<file path="src/rtl/vga_pattern_gen.sv">
// rtl/vga_pattern_gen.sv - VGA test-pattern generator: four patterns, debounced swap, applied at frame start.
// Optional: define VGA_PATTERN_AUTOCYCLE_EN to also advance the pattern every 256 frames.
module vga_pattern_gen #(
  parameter int DEBOUNCE_CYCLES = 250000,
  parameter int H_ACTIVE        = 640,
  parameter int V_ACTIVE        = 480
) (
  input  logic        clk,
  input  logic        reset,
  input  logic        swap,
  input  logic [9:0]  hCounter,
  input  logic [9:0]  vCounter,
  output logic [23:0] color,
  output logic [1:0]  pattern
);

  typedef enum logic [1:0] {
    BARS     = 2'd0,
    CHECKER  = 2'd1,
    GRADIENT = 2'd2,
    SOLID    = 2'd3
  } pattern_t;

  localparam int CW = (DEBOUNCE_CYCLES > 1) ? $clog2(DEBOUNCE_CYCLES) : 1;
  localparam logic [CW-1:0] DB_LAST = CW'(DEBOUNCE_CYCLES - 1);

  logic          r_sync1, r_sync2, r_stable, r_pending;
  logic [CW-1:0] r_db_cnt;
  pattern_t      r_pattern, w_pattern_next;
  logic [23:0]   r_color, w_color_next, w_bar_color;
  logic [2:0]    w_bar;
  logic          w_accept, w_rise, w_frame_start, w_advance, w_active, w_auto;

  always_ff @(posedge clk) begin
    if (reset) begin
      r_sync1  <= 1'b0;
      r_sync2  <= 1'b0;
      r_stable <= 1'b0;
      r_db_cnt <= '0;
    end else begin
      r_sync1 <= swap;
      r_sync2 <= r_sync1;
      if (r_sync2 == r_stable) begin
        r_db_cnt <= '0;
      end else if (w_accept) begin
        r_stable <= r_sync2;
        r_db_cnt <= '0;
      end else begin
        r_db_cnt <= r_db_cnt + 1'b1;
      end
    end
  end

  // w_rise marks the cycle in which stable goes high, so a press landing on frame start counts
  assign w_accept      = (r_sync2 != r_stable) && (r_db_cnt == DB_LAST);
  assign w_rise        = w_accept && r_sync2;
  assign w_frame_start = (hCounter == 10'd0) && (vCounter == 10'd0);

`ifdef VGA_PATTERN_AUTOCYCLE_EN
  logic [7:0] r_frame_cnt;

  always_ff @(posedge clk) begin
    if (reset) begin
      r_frame_cnt <= 8'd0;
    end else if (w_frame_start) begin
      r_frame_cnt <= r_frame_cnt + 8'd1;
    end
  end

  assign w_auto = w_frame_start && (r_frame_cnt == 8'hFF);
`else
  assign w_auto = 1'b0;
`endif

  assign w_advance = w_frame_start && (r_pending || w_rise || w_auto);

  always_ff @(posedge clk) begin
    if (reset) begin
      r_pending <= 1'b0;
    end else if (w_advance) begin
      r_pending <= 1'b0;
    end else if (w_rise) begin
      r_pending <= 1'b1;
    end
  end

  always_ff @(posedge clk) begin
    if (reset) begin
      r_pattern <= BARS;
      r_color   <= 24'h000000;
    end else begin
      r_pattern <= w_pattern_next;
      r_color   <= w_color_next;
    end
  end

  always_comb begin
    w_pattern_next = r_pattern;
    if (w_advance) begin
      case (r_pattern)
        BARS:     w_pattern_next = CHECKER;
        CHECKER:  w_pattern_next = GRADIENT;
        GRADIENT: w_pattern_next = SOLID;
        default:  w_pattern_next = BARS;
      endcase
    end
  end

  always_comb begin
    w_bar = 3'd7;
    if      (hCounter < 10'd80)  w_bar = 3'd0;
    else if (hCounter < 10'd160) w_bar = 3'd1;
    else if (hCounter < 10'd240) w_bar = 3'd2;
    else if (hCounter < 10'd320) w_bar = 3'd3;
    else if (hCounter < 10'd400) w_bar = 3'd4;
    else if (hCounter < 10'd480) w_bar = 3'd5;
    else if (hCounter < 10'd560) w_bar = 3'd6;
  end

  always_comb begin
    w_bar_color = 24'h000000;
    case (w_bar)
      3'd0:    w_bar_color = 24'hFFFFFF;
      3'd1:    w_bar_color = 24'hFFFF00;
      3'd2:    w_bar_color = 24'h00FFFF;
      3'd3:    w_bar_color = 24'h00FF00;
      3'd4:    w_bar_color = 24'hFF00FF;
      3'd5:    w_bar_color = 24'hFF0000;
      3'd6:    w_bar_color = 24'h0000FF;
      default: w_bar_color = 24'h000000;
    endcase
  end

  assign w_active = (hCounter < 10'(H_ACTIVE)) && (vCounter < 10'(V_ACTIVE));

  // Rendered from the next pattern so the first pixel of a new frame already shows it
  always_comb begin
    w_color_next = 24'h000000;
    if (w_active) begin
      case (w_pattern_next)
        BARS:     w_color_next = w_bar_color;
        CHECKER:  w_color_next = (hCounter[5] ^ vCounter[5]) ? 24'hFFFFFF : 24'h000000;
        GRADIENT: w_color_next = {hCounter[9:2], vCounter[8:1], 8'h00};
        default:  w_color_next = 24'h0000FF;
      endcase
    end
  end

  assign color   = r_color;
  assign pattern = r_pattern;

endmodule

</file>
<file path="config.mk">
export PLATFORM = sky130hd
export DESIGN_NAME = vga_pattern_gen
export DESIGN_NICKNAME = d
export VERILOG_FILES = /design/src/rtl/vga_pattern_gen.sv
export SDC_FILE = /design/constraint.sdc
export NUM_CORES = 1
export LEC_CHECK = 0
export ABC_AREA = 1
export BUFFER_PORTS_ARGS = -buffer_cell sky130_fd_sc_hd__buf_4
export CORE_AREA = 2 2 67 69
export CTS_CLUSTER_DIAMETER = 100
export DETAILED_ROUTE_END_ITERATION = 8
export DIE_AREA = 0 0 69 71
export PLACE_DENSITY = 0.79
export SYNTH_ARGS = -nofsm -noshare
export SYNTH_HDL_FRONTEND = slang
export SYNTH_SLANG_ARGS = --single-unit
</file>
<file path="constraint.sdc">
create_clock -name clk -period 4.84 [get_ports clk]
set_clock_uncertainty 0.05 [all_clocks]
set_input_delay 0.484 -clock clk [delete_from_list [all_inputs] [get_ports clk]]
set_output_delay 0.484 -clock clk [all_outputs]
set_load 0.02 [all_outputs]
</file>
Word level (Yosys, flattened, before mapping)
Cells that the tools add are included.
{"block": "totals", "wordCells": 60, "reg_bits": 48, "out_inout_bits": 26, "inputBits": 23}
{"block": "op_classes", "n_reduce_logical": 15, "eq_ne": 13, "bitwise_logic": 3, "n_mux": 12, "addsub": 1, "order_cmp": 9}
{"cell": "$pmux 24 s7", "n": 1}
{"cell": "$pmux 24 s3", "n": 1}
{"cell": "$lt 10x9->1 const B", "n": 4}
{"cell": "$mux 24", "n": 1}
{"cell": "$logic_not 10->1", "n": 2}
{"cell": "$lt 10x10->1 const B", "n": 2}
{"cell": "$lt 10x8->1 const B", "n": 2}
{"cell": "$add 18x1->18 const B", "n": 1}
{"cell": "$eq 18x18->1 const B", "n": 1}
{"cell": "$mux 3", "n": 4}
{"cell": "$lt 10x7->1 const B", "n": 1}
{"cell": "$eq 3x3->1 const B", "n": 3}
{"cell": "$eq 3x2->1 const B", "n": 2}
{"cell": "$mux 2", "n": 3}
{"cell": "$pmux 2 s3", "n": 1}
{"cell": "$logic_and 1x1->1", "n": 5}
{"cell": "$eq 2x1->1 const B", "n": 2}
{"cell": "$eq 2x2->1 const B", "n": 2}
{"cell": "$logic_not 2->1", "n": 2}
{"cell": "$reduce_or 2->1", "n": 2}
{"cell": "$eq 3x1->1 const B", "n": 1}
{"cell": "$logic_not 3->1", "n": 1}
{"cell": "$reduce_or 3->1", "n": 1}
{"cell": "$not 1->1", "n": 2}
{"cell": "6 further kinds", "n": 6}

Longest topological paths before layout
Gate-level depths: netlist (run 1).
{"block": "logic_depth", "depth_word": 11, "ltp_mapped": 15, "depth_no_buf": 14}

Worst setup path before layout (run 1)
No wires, ideal clock.
{"block": "synth_path", "kind": "flip-flop to flip-flop", "startpoint": "register r_db_cnt[0]", "endpoint": "register r_color[20], in the netlist color[20]", "arrival_ps": 1660, "path_stages_with_launch": 16, "required_ps": 4681, "setup_ps": 109, "period_less_slack_ps": 1819, "n_path_buf": 1, "path_slack_ps": 3021, "cell_sequence": "dfxtp_1 ha_1 nand2_1 nor2_4 nand2_2 nor2_2 nand3_2 nand2_4 nand2_2 nand2_1 nand2_1 nand3_4 buf_6 nand3_1 nand2_1 inv_1"}
{"block": "synth_between", "elab_chain_len": 8, "word_cells_on_any_way": 10, "classes_between": "eq/ne (3); mux (2); reduce/logical (5)"}
{"item": "from (decl)", "line": "28", "source": "logic [CW-1:0] r_db_cnt;"}
{"item": "from (signal assigned)", "line": "49", "source": "r_db_cnt <= r_db_cnt + 1'b1;"}
{"item": "$eq 18x18->1 (*)", "line": "55", "source": "assign w_accept = (r_sync2 != r_stable) && (r_db_cnt == DB_LAST);"}
{"item": "$logic_and 1x1->1 (*)", "line": "55"}
{"item": "$logic_and 1x1->1 (*)", "line": "56", "source": "assign w_rise = w_accept && r_sync2;"}
{"item": "$logic_or 1x1->1 (*)", "line": "75", "source": "assign w_advance = w_frame_start && (r_pending || w_rise || w_auto);"}
{"item": "$logic_and 1x1->1 (*)", "line": "75"}
{"item": "$mux 2 (*)", "line": "99", "source": "if (w_advance) begin"}
{"item": "$eq 2x2->1 (tied with other cells)", "line": "140", "source": "case (w_pattern_next)"}
{"item": "$pmux 24 s3 (*)", "line": "140"}
{"item": "to (signal assigned)", "line": "93", "source": "r_color <= w_color_next;"}
{"item": "to (decl)", "line": "30", "source": "logic [23:0] r_color, w_color_next, w_bar_color;"}
Mark *: on every way between the ends. The rest lies on a longest branch, timed or not.
A chain may end at the register's enable or synchronous reset.

Final worst setup path (run 1)
{"block": "layout_path", "startpoint": "register r_db_cnt[0]", "endpoint": "register r_color[10], in the netlist color[10]"}
Same word-level chain as after synthesis.

==> results.sh, run 1 <==
export IMPL_start_kind="flip-flop"
export IMPL_cp_required_ns=4.97
export IMPL_clock_latency_ns=0.29
export IMPL_cp_arrival_ns=2.61
export IMPL_dieWidth_um=69
export IMPL_netlist_top_cells_area="dfxtp_1, nand3_1, nand2_1"
export IMPL_grt_remaining_overflow=0
export IMPL_grt_antenna_before_repair=0
export IMPL_cp_max_fo=20
export IMPL_cts_tree="built"
export IMPL_slew_viol_final=0
export IMPL_synth_edf_count=0
export IMPL_hold_violations=0
export IMPL_dieArea_um2=4900
export IMPL_cts_root_buf="clkbuf_8"
export IMPL_ys_seq_area_share_pct=36.9
export IMPL_portBuffers=48
export IMPL_hold_class="in -> reg"
export IMPL_core_area_um2=4200
export IMPL_drcViolationCount=0
export IMPL_status="complete, no violations"
export IMPL_hold_buffers=0
export IMPL_vdd_ir_drop_worst_uv=168
export IMPL_drt_iter0_drc=112
export IMPL_synth_nets=328
export IMPL_fmax_ghz=0.403
export IMPL_cts_htree_levels=2
export IMPL_synth_top_flop_cell="dfxtp_1"
export IMPL_post_place_cells=388
export IMPL_seqCellArea_um2=821
export IMPL_avgSynthCellArea_um2=7.37
export IMPL_start_util_pct=52.9
export IMPL_critPathCaptureType="flip-flop"
export IMPL_n_antenna_cell=0
export IMPL_slew_headroom_pct=50.9
export IMPL_ant_nets=0
export IMPL_multi_input_area_um2=1110
export IMPL_vias=1987
export IMPL_wl_per_cell_um=11.2
export IMPL_area_delta_synth_final_pct=19.5
export IMPL_grt_max_degree=21
export IMPL_ys_ff_latch=41
export IMPL_gp_congestion=0.920
export IMPL_path_class="reg -> reg"
export IMPL_viasPerCell=5.02
export IMPL_ctsResizeCount=0
export IMPL_grt_usage_pct=18.2
export IMPL_grt_setup_unrepaired="no"
export IMPL_routed_wl_um=4420
export IMPL_cts_sinks=41
export IMPL_layout_drive_gt1_share_pct=23.5
export IMPL_fin_crit_ns=2.48
export IMPL_yosysTopAreaCell="dfxtp_1"
export IMPL_cap_violations=0
export IMPL_tns_ns=0
export IMPL_synth_top_area_share_pct=36.9
export IMPL_leakage_nw=1.27
export IMPL_timing_final_crit_share_pct=51.3
export IMPL_clk_pin_slew_ns=0.08
export IMPL_fin_cells=396
export IMPL_post_cts_setup_buffers=0
export IMPL_clockBufferDepth=2
export IMPL_ios=49
export IMPL_power_density_nw_per_um2=261
export IMPL_die_h_um=71
export IMPL_async_flop_share_pct=0
export IMPL_firstDrtPassIters=4
export IMPL_nNetsFinal=369
export IMPL_yosys_warnings=0
export IMPL_worstMarginPinSlew_ns=0.734
export IMPL_fill_cells=382
export IMPL_syn_inst=302
export IMPL_grt_pass1_wl_um=7450
export IMPL_first_global_vias=1721
export IMPL_synth_cell_types=35
export IMPL_dp_hpwl_um=3410
export IMPL_core_rowCount=24
export IMPL_finalSetupViolCount=0
export IMPL_syn_area_um2=2230
export IMPL_cts_buffers=5
==> logic make-up after synthesis <==
| group | synth area share, % |
|---|---|
| flops | 36.9 |
| xor+xnor | 2.75 |
| fa+ha+maj | 1.69 |
| simple gates | 39.1 |
| compound gates | 6.46 |
| buf+inv | 13.1 |
==> metrics by stage <==
step                      cell area, um^2  setup WS, ns  total power, mW  hold slack (ns)  utilization (%)
after detailed placement             2540          2.32            0.424            0.345             60.5
after global placement               2540          2.39            0.423            0.342             60.5
after global routing                 2660          2.06            0.724            0.346             63.3
after floorplan                      2230          3.02            0.392            0.338                -
after CTS                            2660          2.37            0.699            0.342             63.3
final                                2660          2.36            0.694            0.346             63.3
==> sequential cells by signal, indices dropped and copies added, names as in the netlist <==
name	cells
r_sync1	1
color	17
r_pending	1
r_stable	1
r_sync2	1
r_db_cnt	18
pattern	2
==> worst paths after layout <==
kind,from,end,slack [ns],depth (start not counted)
setup / recovery,r_db_cnt[0],color[10],2.36,14
hold / removal,swap,r_sync1,0.35,3
setup reg to reg,r_db_cnt[0],color[10],2.36,14
hold reg to reg,r_sync1,r_sync2,0.35,2
==> Yosys cell counts, types with 2 or more instances <==
cell type and n:
a21oi_1 10, a31oi_1 2, buf_2 2, buf_4 9, buf_6 3, dfxtp_1 41, ha_1 3, inv_1 44
inv_2 3, nand2_1 46, nand2_2 5, nand2_4 2, nand3_1 44, nand3_2 2, nand3_4 3, nand4_1 7
nor2_1 31, nor2_2 2, nor2_4 3, nor3_1 6, nor3_2 2, nor3b_1 4, nor4_1 4, o21a_1 2
o21ai_0 5, or2_2 2, xor2_1 7
==> layout by cell type (no fill, tap or decap), drive strengths merged <==
master	n
a21boi	1
a21oi	10
a31oi	2
a41o	1
buf	49
bufinv	1
clkbuf	7
dfxtp	41
ha	3
inv	47
nand2	53
nand3	49
nand3b	2
nand4	7
nor2	36
nor3	8
nor3b	4
nor4	4
o2111ai	1
o211ai	1
o21a	2
o21ai	5
o31ai	1
or2	2
xor2	7
==> worst max-delay path, stage by stage, from the launching register on <==
cell and delay [ns]:
dfxtp_1 0.41, ha_1 0.20, nand2_1 0.10, nor2_4 0.13
nand2_2 0.07, nor2_2 0.09, nand3_2 0.11, nand2_4 0.11
nand2_2 0.09, nand2_1 0.07, nand2_1 0.42, nand3_4 0.31
nand3_1 0.11, nand2_1 0.07, inv_1 0.04
==> power by group <==
part,switching [mW],internal [mW],total [mW]
Clock,0.110,0.168,0.278
Sequential,0.00241,0.343,0.345
Combinational,0.0392,0.0318,0.0709
Total,0.151,0.542,0.694
==> cell type report <==
class | instances | area share (%)
Inverter | 47 | 6.63
Multi-Input combinational cell | 199 | 41.9
Tap cell | 52 | 2.45
Timing Repair Buffer | 49 | 13.8
Sequential cell | 41 | 30.9
Clock inverter | 1 | 1.13
Clock buffer | 7 | 3.25
==> metal layers <==
| metal | GRT usage, % | up-vias | routed length [um] |
|---|---|---|---|
| met2 | 28.4 | 60 | 1970 |
| li1 | - | 1054 | - |
| met5 | 0 | - | 0 |
| met3 | 3.56 | 4 | 255 |
| met4 | 6.54 | 0 | 43 |
| met1 | 25.3 | 869 | 2150 |
Note: power is estimated with default switching activity, not from simulation.
==> inputs of run 2 (changes only) <==
ABC_AREA = 0   (was 1)
CORE_AREA = 2 2 68 70   (was 2 2 67 69)
DIE_AREA = 0 0 70 72   (was 0 0 69 71)
PLACE_DENSITY = 0.72   (was 0.79)
clock period = 2.22 ns   (was 4.84 ns; I/O delays follow)
==> run 2 against run 1 <==
The run now ends with negative setup slack left. Core utilization up 4.8 points. Global-route usage up 1.5 points. Die area up 2.9%. Sequential share of layout area down 2.5 points. Non-clock buffer count up 51. Sequential power up 120%. Synthesized cell count down 30%. Cell count down 9.8%. Largest cell class unchanged. Largest power group unchanged.
==> results.sh, run 2 <==
export IMPL_cts_htree_levels=2
export IMPL_finalSetupViolCount=15
export IMPL_firstDrtPassIters=4
export IMPL_portBuffers=48
export IMPL_slew_viol_final=0
export IMPL_ios=49
export IMPL_ant_nets=0
export IMPL_cts_tree="built"
export IMPL_drt_iter0_drc=73
export IMPL_first_global_vias=1783
export IMPL_synth_top_family_by_area="simple AND/OR/NAND/NOR gates"
export IMPL_syn_area_um2=1930
export IMPL_synth_xor_area_share_pct=8.16
export IMPL_grt_antenna_before_repair=0
export IMPL_syn_inst=210
export IMPL_slew_headroom_pct=65.7
export IMPL_fin_ws_ns=-0.134
export IMPL_largest_reg_flops=18
export IMPL_synth_nets=236
export IMPL_r2r_cells=10
export IMPL_yosys_top_cells_count="dfxtp_1, nor2_1, a21o_1, nand2_1, xor2_1"
export IMPL_grt_max_degree=18
export IMPL_fin_crit_ns=2.35
export IMPL_grt_remaining_overflow=0
export IMPL_synth_most_common_cell="dfxtp_1"
export IMPL_cp_max_fo=14
export IMPL_routed_wl_um=4980
export IMPL_vias=1836
export IMPL_synth_edf_count=0
export IMPL_path_class="reg -> reg"
export IMPL_hold_class="in -> reg"
export IMPL_dieWidth_um=70
export IMPL_r2r_slack_ns=-0.13
export IMPL_power_density_nw_per_um2=529
export IMPL_core_rowCount=24
export IMPL_avgSynthCellArea_um2=9.20
export IMPL_layout_commonest_cell="buf_4"
export IMPL_clk_pin_slew_ns=0.08
export IMPL_dieArea_um2=5040
export IMPL_viasPerCell=5.14
export IMPL_die_h_um=72
export IMPL_synth_mux_area_fraction_pct=1.62
export IMPL_status="complete, but fails checks"
export IMPL_start_util_pct=45.3
export IMPL_cap_violations=0
export IMPL_core_area_um2=4260
export IMPL_layout_drive_gt1_share_pct=43.6
export IMPL_dp_hpwl_um=3420
export IMPL_min_path_cells=2
export IMPL_synth_compound_area_share_pct=15.2
export IMPL_holdPathEnd="color[16]"
export IMPL_yosys_warnings=0
export IMPL_vdd_ir_drop_worst_uv=441
export IMPL_drcViolationCount=0
export IMPL_yosys_area_share_simple_pct=23.9
export IMPL_yosysTopAreaCell="dfxtp_1"
export IMPL_p_total_mw=1.54
export IMPL_gp_congestion=0.785
export IMPL_cp_required_ns=2.41
export IMPL_ys_seq_area_share_pct=42.5
export IMPL_cts_root_buf="clkbuf_8"
export IMPL_r2r_start="r_db_cnt[1]"
export IMPL_reg2reg_to="color[20]"
export IMPL_post_place_cells=342
export IMPL_timing_final_crit_share_pct=106
export IMPL_ys_ff_latch=41
export IMPL_violations="negative setup slack"
export IMPL_cp_arrival_ns=2.54
export IMPL_final_cell_mix="buf_4, dfxtp_1, nor2_1"
export IMPL_synth_top_area_share_pct=42.5
export IMPL_worstMarginPinSlew_ns=0.510
export IMPL_synth_adder_area_share_pct=2.46
export IMPL_regMostFlops="r_db_cnt"
export IMPL_worstHoldStart="hCounter[2]"
export IMPL_nNetsFinal=330
export IMPL_synth_top_flop_cell="dfxtp_1"
export IMPL_clock_latency_ns=0.29
export IMPL_cts_buffers=5
export IMPL_grt_setup_unrepaired="yes"
export IMPL_synth_cell_types=48
export IMPL_wl_per_cell_um=13.9
export IMPL_hold_buffers=0
export IMPL_leakage_nw=1.34
export IMPL_fill_cells=333
export IMPL_fin_cells=357
export IMPL_start_kind="flip-flop"
export IMPL_async_flop_share_pct=0
export IMPL_holdWs_ns=0.0912
export IMPL_n_antenna_cell=0
export IMPL_grt_pass1_wl_um=7950
export IMPL_hold_violations=0
export IMPL_fmax_ghz=0.425
export IMPL_critPathCaptureType="flip-flop"
export IMPL_cts_sinks=41
export IMPL_area_delta_synth_final_pct=50.3
export IMPL_netlist_top_cells_area="dfxtp_1, a21o_1, nor2_1"
export IMPL_grt_usage_pct=19.8
export IMPL_clockBufferDepth=2
run 2: cell count changes in the layout (fill, tap and decap cells not counted), moves of 4 or more:
cell | previous run | this run
nand2_2 | 5 | 0
nand4_1 | 7 | 3
buf_4 | 49 | 96
nand2_1 | 46 | 12
a21o_1 | 0 | 14
xnor2_1 | 0 | 8
nand3_1 | 44 | 6
a21oi_1 | 10 | 3
inv_1 | 44 | 7
and3_1 | 0 | 4
run 2: per-layer routing:
metal / track usage (%) / vias to the layer above / part of all wire, %
li1: - / 911 / -
met1: 25.0 / 850 / 44
met2: 33.3 / 64 / 49
met3: 4.17 / 11 / 5.2
met4: 7.69 / 0 / 2.0
met5: 0 / - / 0
run 2: final cells by class:
type | count | area (um^2) | share of cell area [%]
inverters | 7 | 26.3 | 0.905
flip-flops and latches | 41 | 823 | 28.3
clock inverters | 2 | 37.5 | 1.29
multi-input cells | 149 | 1090 | 37.7
clock buffers | 6 | 82.6 | 2.84
well taps | 52 | 65.1 | 2.24
repair buffers | 100 | 774 | 26.7
run 2: critical path, cell delays in order (launching register included):
cell     delay, ns
dfxtp_2       0.35
ha_2          0.19
nand3_2       0.11
nor3_4        0.20
a41oi_4       0.18
buf_4         0.17
nor3_1        0.40
a21oi_2       0.12
nor3b_4       0.24
buf_12        0.17
a21o_1        0.12
run 2: where the power goes:
part / switching, mW / total (mW) / internal, mW
Combinational: 0.0773 / 0.163 / 0.0855
Sequential: 0.00515 / 0.751 / 0.745
Clock: 0.257 / 0.622 / 0.366
Total: 0.339 / 1.54 / 1.20
run 2: how the worst max path moves through the flow:
stage / start / end / slack [ns] / cells after the start
final: r_db_cnt[1] / color[20] / -0.13 / 10
after global placement: hCounter[9] / color[18] / -0.37 / 8
after CTS: r_db_cnt[11] / color[20] / -0.07 / 8
after floorplan: hCounter[2] / color[10] / -0.13 / 6
after detailed placement: hCounter[9] / color[9] / -0.41 / 8
after global routing: r_db_cnt[11] / color[9] / -0.29 / 9
run 2: logic make-up (layout without fill, tap and decap cells):
kind of cell,Yosys count,in the layout
compound gates,37,37
xor+xnor,18,18
fa+ha+maj,4,4
buf+inv,20,115
flops,41,41
mux,3,3
simple gates,87,87
run 2: repair_timing:
action	4_1_cts	5_1_grt
setup endpoints to repair	18	17
resized for setup	8	12
pin swaps	6	3
setup buffers	4	3
cloned	0	0
run 2: stage by stage:
| stage | setup slack (ns) | TNS, ns | instance area, um^2 | utilization (%) |
|---|---|---|---|---|
| 2_1_floorplan | -0.127 | -1.78 | 1950 | - |
| 6_report | -0.134 | -1.74 | 2900 | 68.1 |
| 5_1_grt | -0.294 | -4.38 | 2900 | 68.1 |
| 3_5_place_dp | -0.413 | -6.19 | 2620 | 61.4 |
| 4_1_cts | -0.0745 | -0.853 | 2820 | 66.2 |
| 3_3_place_gp | -0.370 | -5.59 | 2620 | 61.4 |
==> inputs of run 3 (changes only) <==
CORE_AREA = 2 2 64 66   (was 2 2 68 70)
DIE_AREA = 0 0 66 68   (was 0 0 70 72)
PLACE_DENSITY = 0.77   (was 0.72)
RECOVER_POWER = 100   (was not set)
clock period = 2.3 ns   (was 2.22 ns; I/O delays follow)
==> run 3 against run 2 <==
The flow still finishes with violations (negative setup slack). Worst setup slack gained 0.020 ns. Clock power is 28% lower. Sequential share of layout area rose by 1.8 points. Power fell by 14%. Highest routed layer unchanged. Clock-buffer cell count is the same. Routed wire length shrank 2.2%. Critical path depth is 2 lower. Core utilization grew 2.8 points. Non-clock buffer count down 5.
==> results.sh, run 3 (synthesis gave the netlist of run 2 again) <==
export IMPL_p_int_mw=1.00
export IMPL_portBuffers=48
export IMPL_regMostFlops="r_db_cnt"
export IMPL_layout_commonest_cell="buf_4"
export IMPL_start_util_pct=50.1
export IMPL_layout_drive_gt1_share_pct=34.7
export IMPL_power_share_clock_pct=34.1
export IMPL_dp_hpwl_um=3490
export IMPL_die_h_um=68
export IMPL_core_rowCount=23
export IMPL_clockBufferDepth=2
export IMPL_fill_cells=312
export IMPL_seqCellArea_um2=825
export IMPL_grt_remaining_overflow=0
export IMPL_ios=49
export IMPL_power_switching_mw=0.320
export IMPL_area_delta_synth_final_pct=41.5
export IMPL_path_class="reg -> reg"
export IMPL_dieWidth_um=66
export IMPL_violations="negative setup slack"
export IMPL_cts_tree="built"
export IMPL_pwr_share_seq_pct=54.8
export IMPL_nNetsFinal=325
export IMPL_gp_congestion=0.794
export IMPL_cts_sinks=41
export IMPL_ant_nets=0
export IMPL_grt_max_degree=18
export IMPL_p_total_mw=1.32
export IMPL_drcViolationCount=0
export IMPL_largest_reg_flops=18
export IMPL_comb_power_share_pct=11.1
export IMPL_swShare_pct=24.2
export IMPL_firstDrtPassIters=4
export IMPL_drt_iter0_drc=74
export IMPL_pre_cts_slack_ns=-0.292
export IMPL_first_global_vias=1701
export IMPL_cts_htree_levels=2
export IMPL_cp_required_ns=2.47
export IMPL_grt_setup_unrepaired="yes"
export IMPL_viasPerCell=5.12
export IMPL_dieArea_um2=4490
export IMPL_grt_antenna_before_repair=0
export IMPL_core_area_um2=3860
export IMPL_leakage_nw=1.22
export IMPL_finalSetupViolCount=16
export IMPL_hold_violations=0
export IMPL_start_kind="flip-flop"
export IMPL_vdd_ir_drop_worst_uv=297
export IMPL_clock_latency_ns=0.29
export IMPL_power_density_nw_per_um2=484
export IMPL_worstMarginPinSlew_ns=0.552
export IMPL_vias=1791
export IMPL_cts_buffers=5
export IMPL_fmax_ghz=0.414
export IMPL_place_area_um2=2580
export IMPL_fin_util_pct=70.9
export IMPL_cap_violations=0
export IMPL_r2r_slack_ns=-0.11
export IMPL_fin_ws_ns=-0.114
export IMPL_timing_final_crit_share_pct=105
export IMPL_multi_input_area_um2=1120
export IMPL_clk_pin_slew_ns=0.08
export IMPL_hold_buffers=0
export IMPL_slew_headroom_pct=63.1
export IMPL_final_area_um2=2730
export IMPL_routed_wl_um=4870
export IMPL_status="complete, but fails checks"
export IMPL_grt_usage_pct=22.6
export IMPL_n_antenna_cell=0
export IMPL_slew_viol_final=0
export IMPL_final_cell_mix="buf_4, dfxtp_1, nor2_1"
export IMPL_cp_arrival_ns=2.59
export IMPL_grt_pass1_wl_um=7710
export IMPL_fin_crit_ns=2.41
export IMPL_hold_class="in -> reg"
export IMPL_critPathCaptureType="flip-flop"
export IMPL_wl_per_cell_um=13.9
export IMPL_cp_max_fo=5
export IMPL_cts_root_buf="clkbuf_8"
[run 3: critical path, stage by stage (launching register included)]
cell and delay, ns:
dfxtp_2 0.34, nor4_4 0.29, and4b_2 0.31, a41oi_4 0.15
buf_4 0.17, nand2b_1 0.20, a21o_2 0.32, o41ai_1 0.37
o2bb2ai_1 0.15
[run 3: layout make-up]
| class | count | share of cell area [%] |
|---|---|---|
| repair buffers | 95 | 22.7 |
| multi-input cells | 149 | 40.9 |
| clock buffers | 6 | 2.66 |
| inverters | 7 | 0.962 |
| flip-flops and latches | 41 | 30.2 |
| well taps | 50 | 2.29 |
| clock inverters | 2 | 0.366 |
[run 3: final timing paths]
path	start	endpoint	cells after the start
setup / recovery	r_db_cnt[5]	color[12]	8
setup reg to reg	r_db_cnt[5]	color[12]	8
hold reg to reg	r_sync1	r_sync2	1
hold / removal	hCounter[3]	color[17]	2
[run 3: what timing repair did]
item                                    in CTS  in global routing
gates cloned                                 0                  0
buffers inserted                             2                  4
endpoints found under the setup margin      17                 17
pin swaps                                    7                 11
gates resized for setup                      6                 17
[run 3: per-layer routing]
layer / part of all wire (%) / up-vias / track usage (%)
met5: 0 / - / 0
li1: - / 905 / -
met4: 1.8 / 0 / 9.44
met1: 42 / 835 / 26.8
met2: 52 / 43 / 39.5
met3: 4.4 / 8 / 5.26
[run 3: stage by stage]
step / std cells / hold WS [ns] / TNS (ns)
floorplan: 210 / 0.252 / -0.770
global placement: 336 / 0.369 / -3.61
detailed placement: 336 / 0.381 / -4.35
CTS: 346 / 0.0962 / -0.875
global route: 350 / 0.0994 / -2.22
finish: 350 / 0.101 / -1.19
[run 3: power by group through the flow]
| stage | registers, mW | clock network [mW] | logic (mW) |
|---|---|---|---|
| finish | 0.725 | 0.450 | 0.147 |
| global route | 0.726 | 0.488 | 0.160 |
| CTS | 0.724 | 0.458 | 0.154 |
| detailed placement | 0.741 | 0 | 0.153 |
| global placement | 0.741 | 0 | 0.151 |
| floorplan | 0.751 | 0 | 0.0563 |
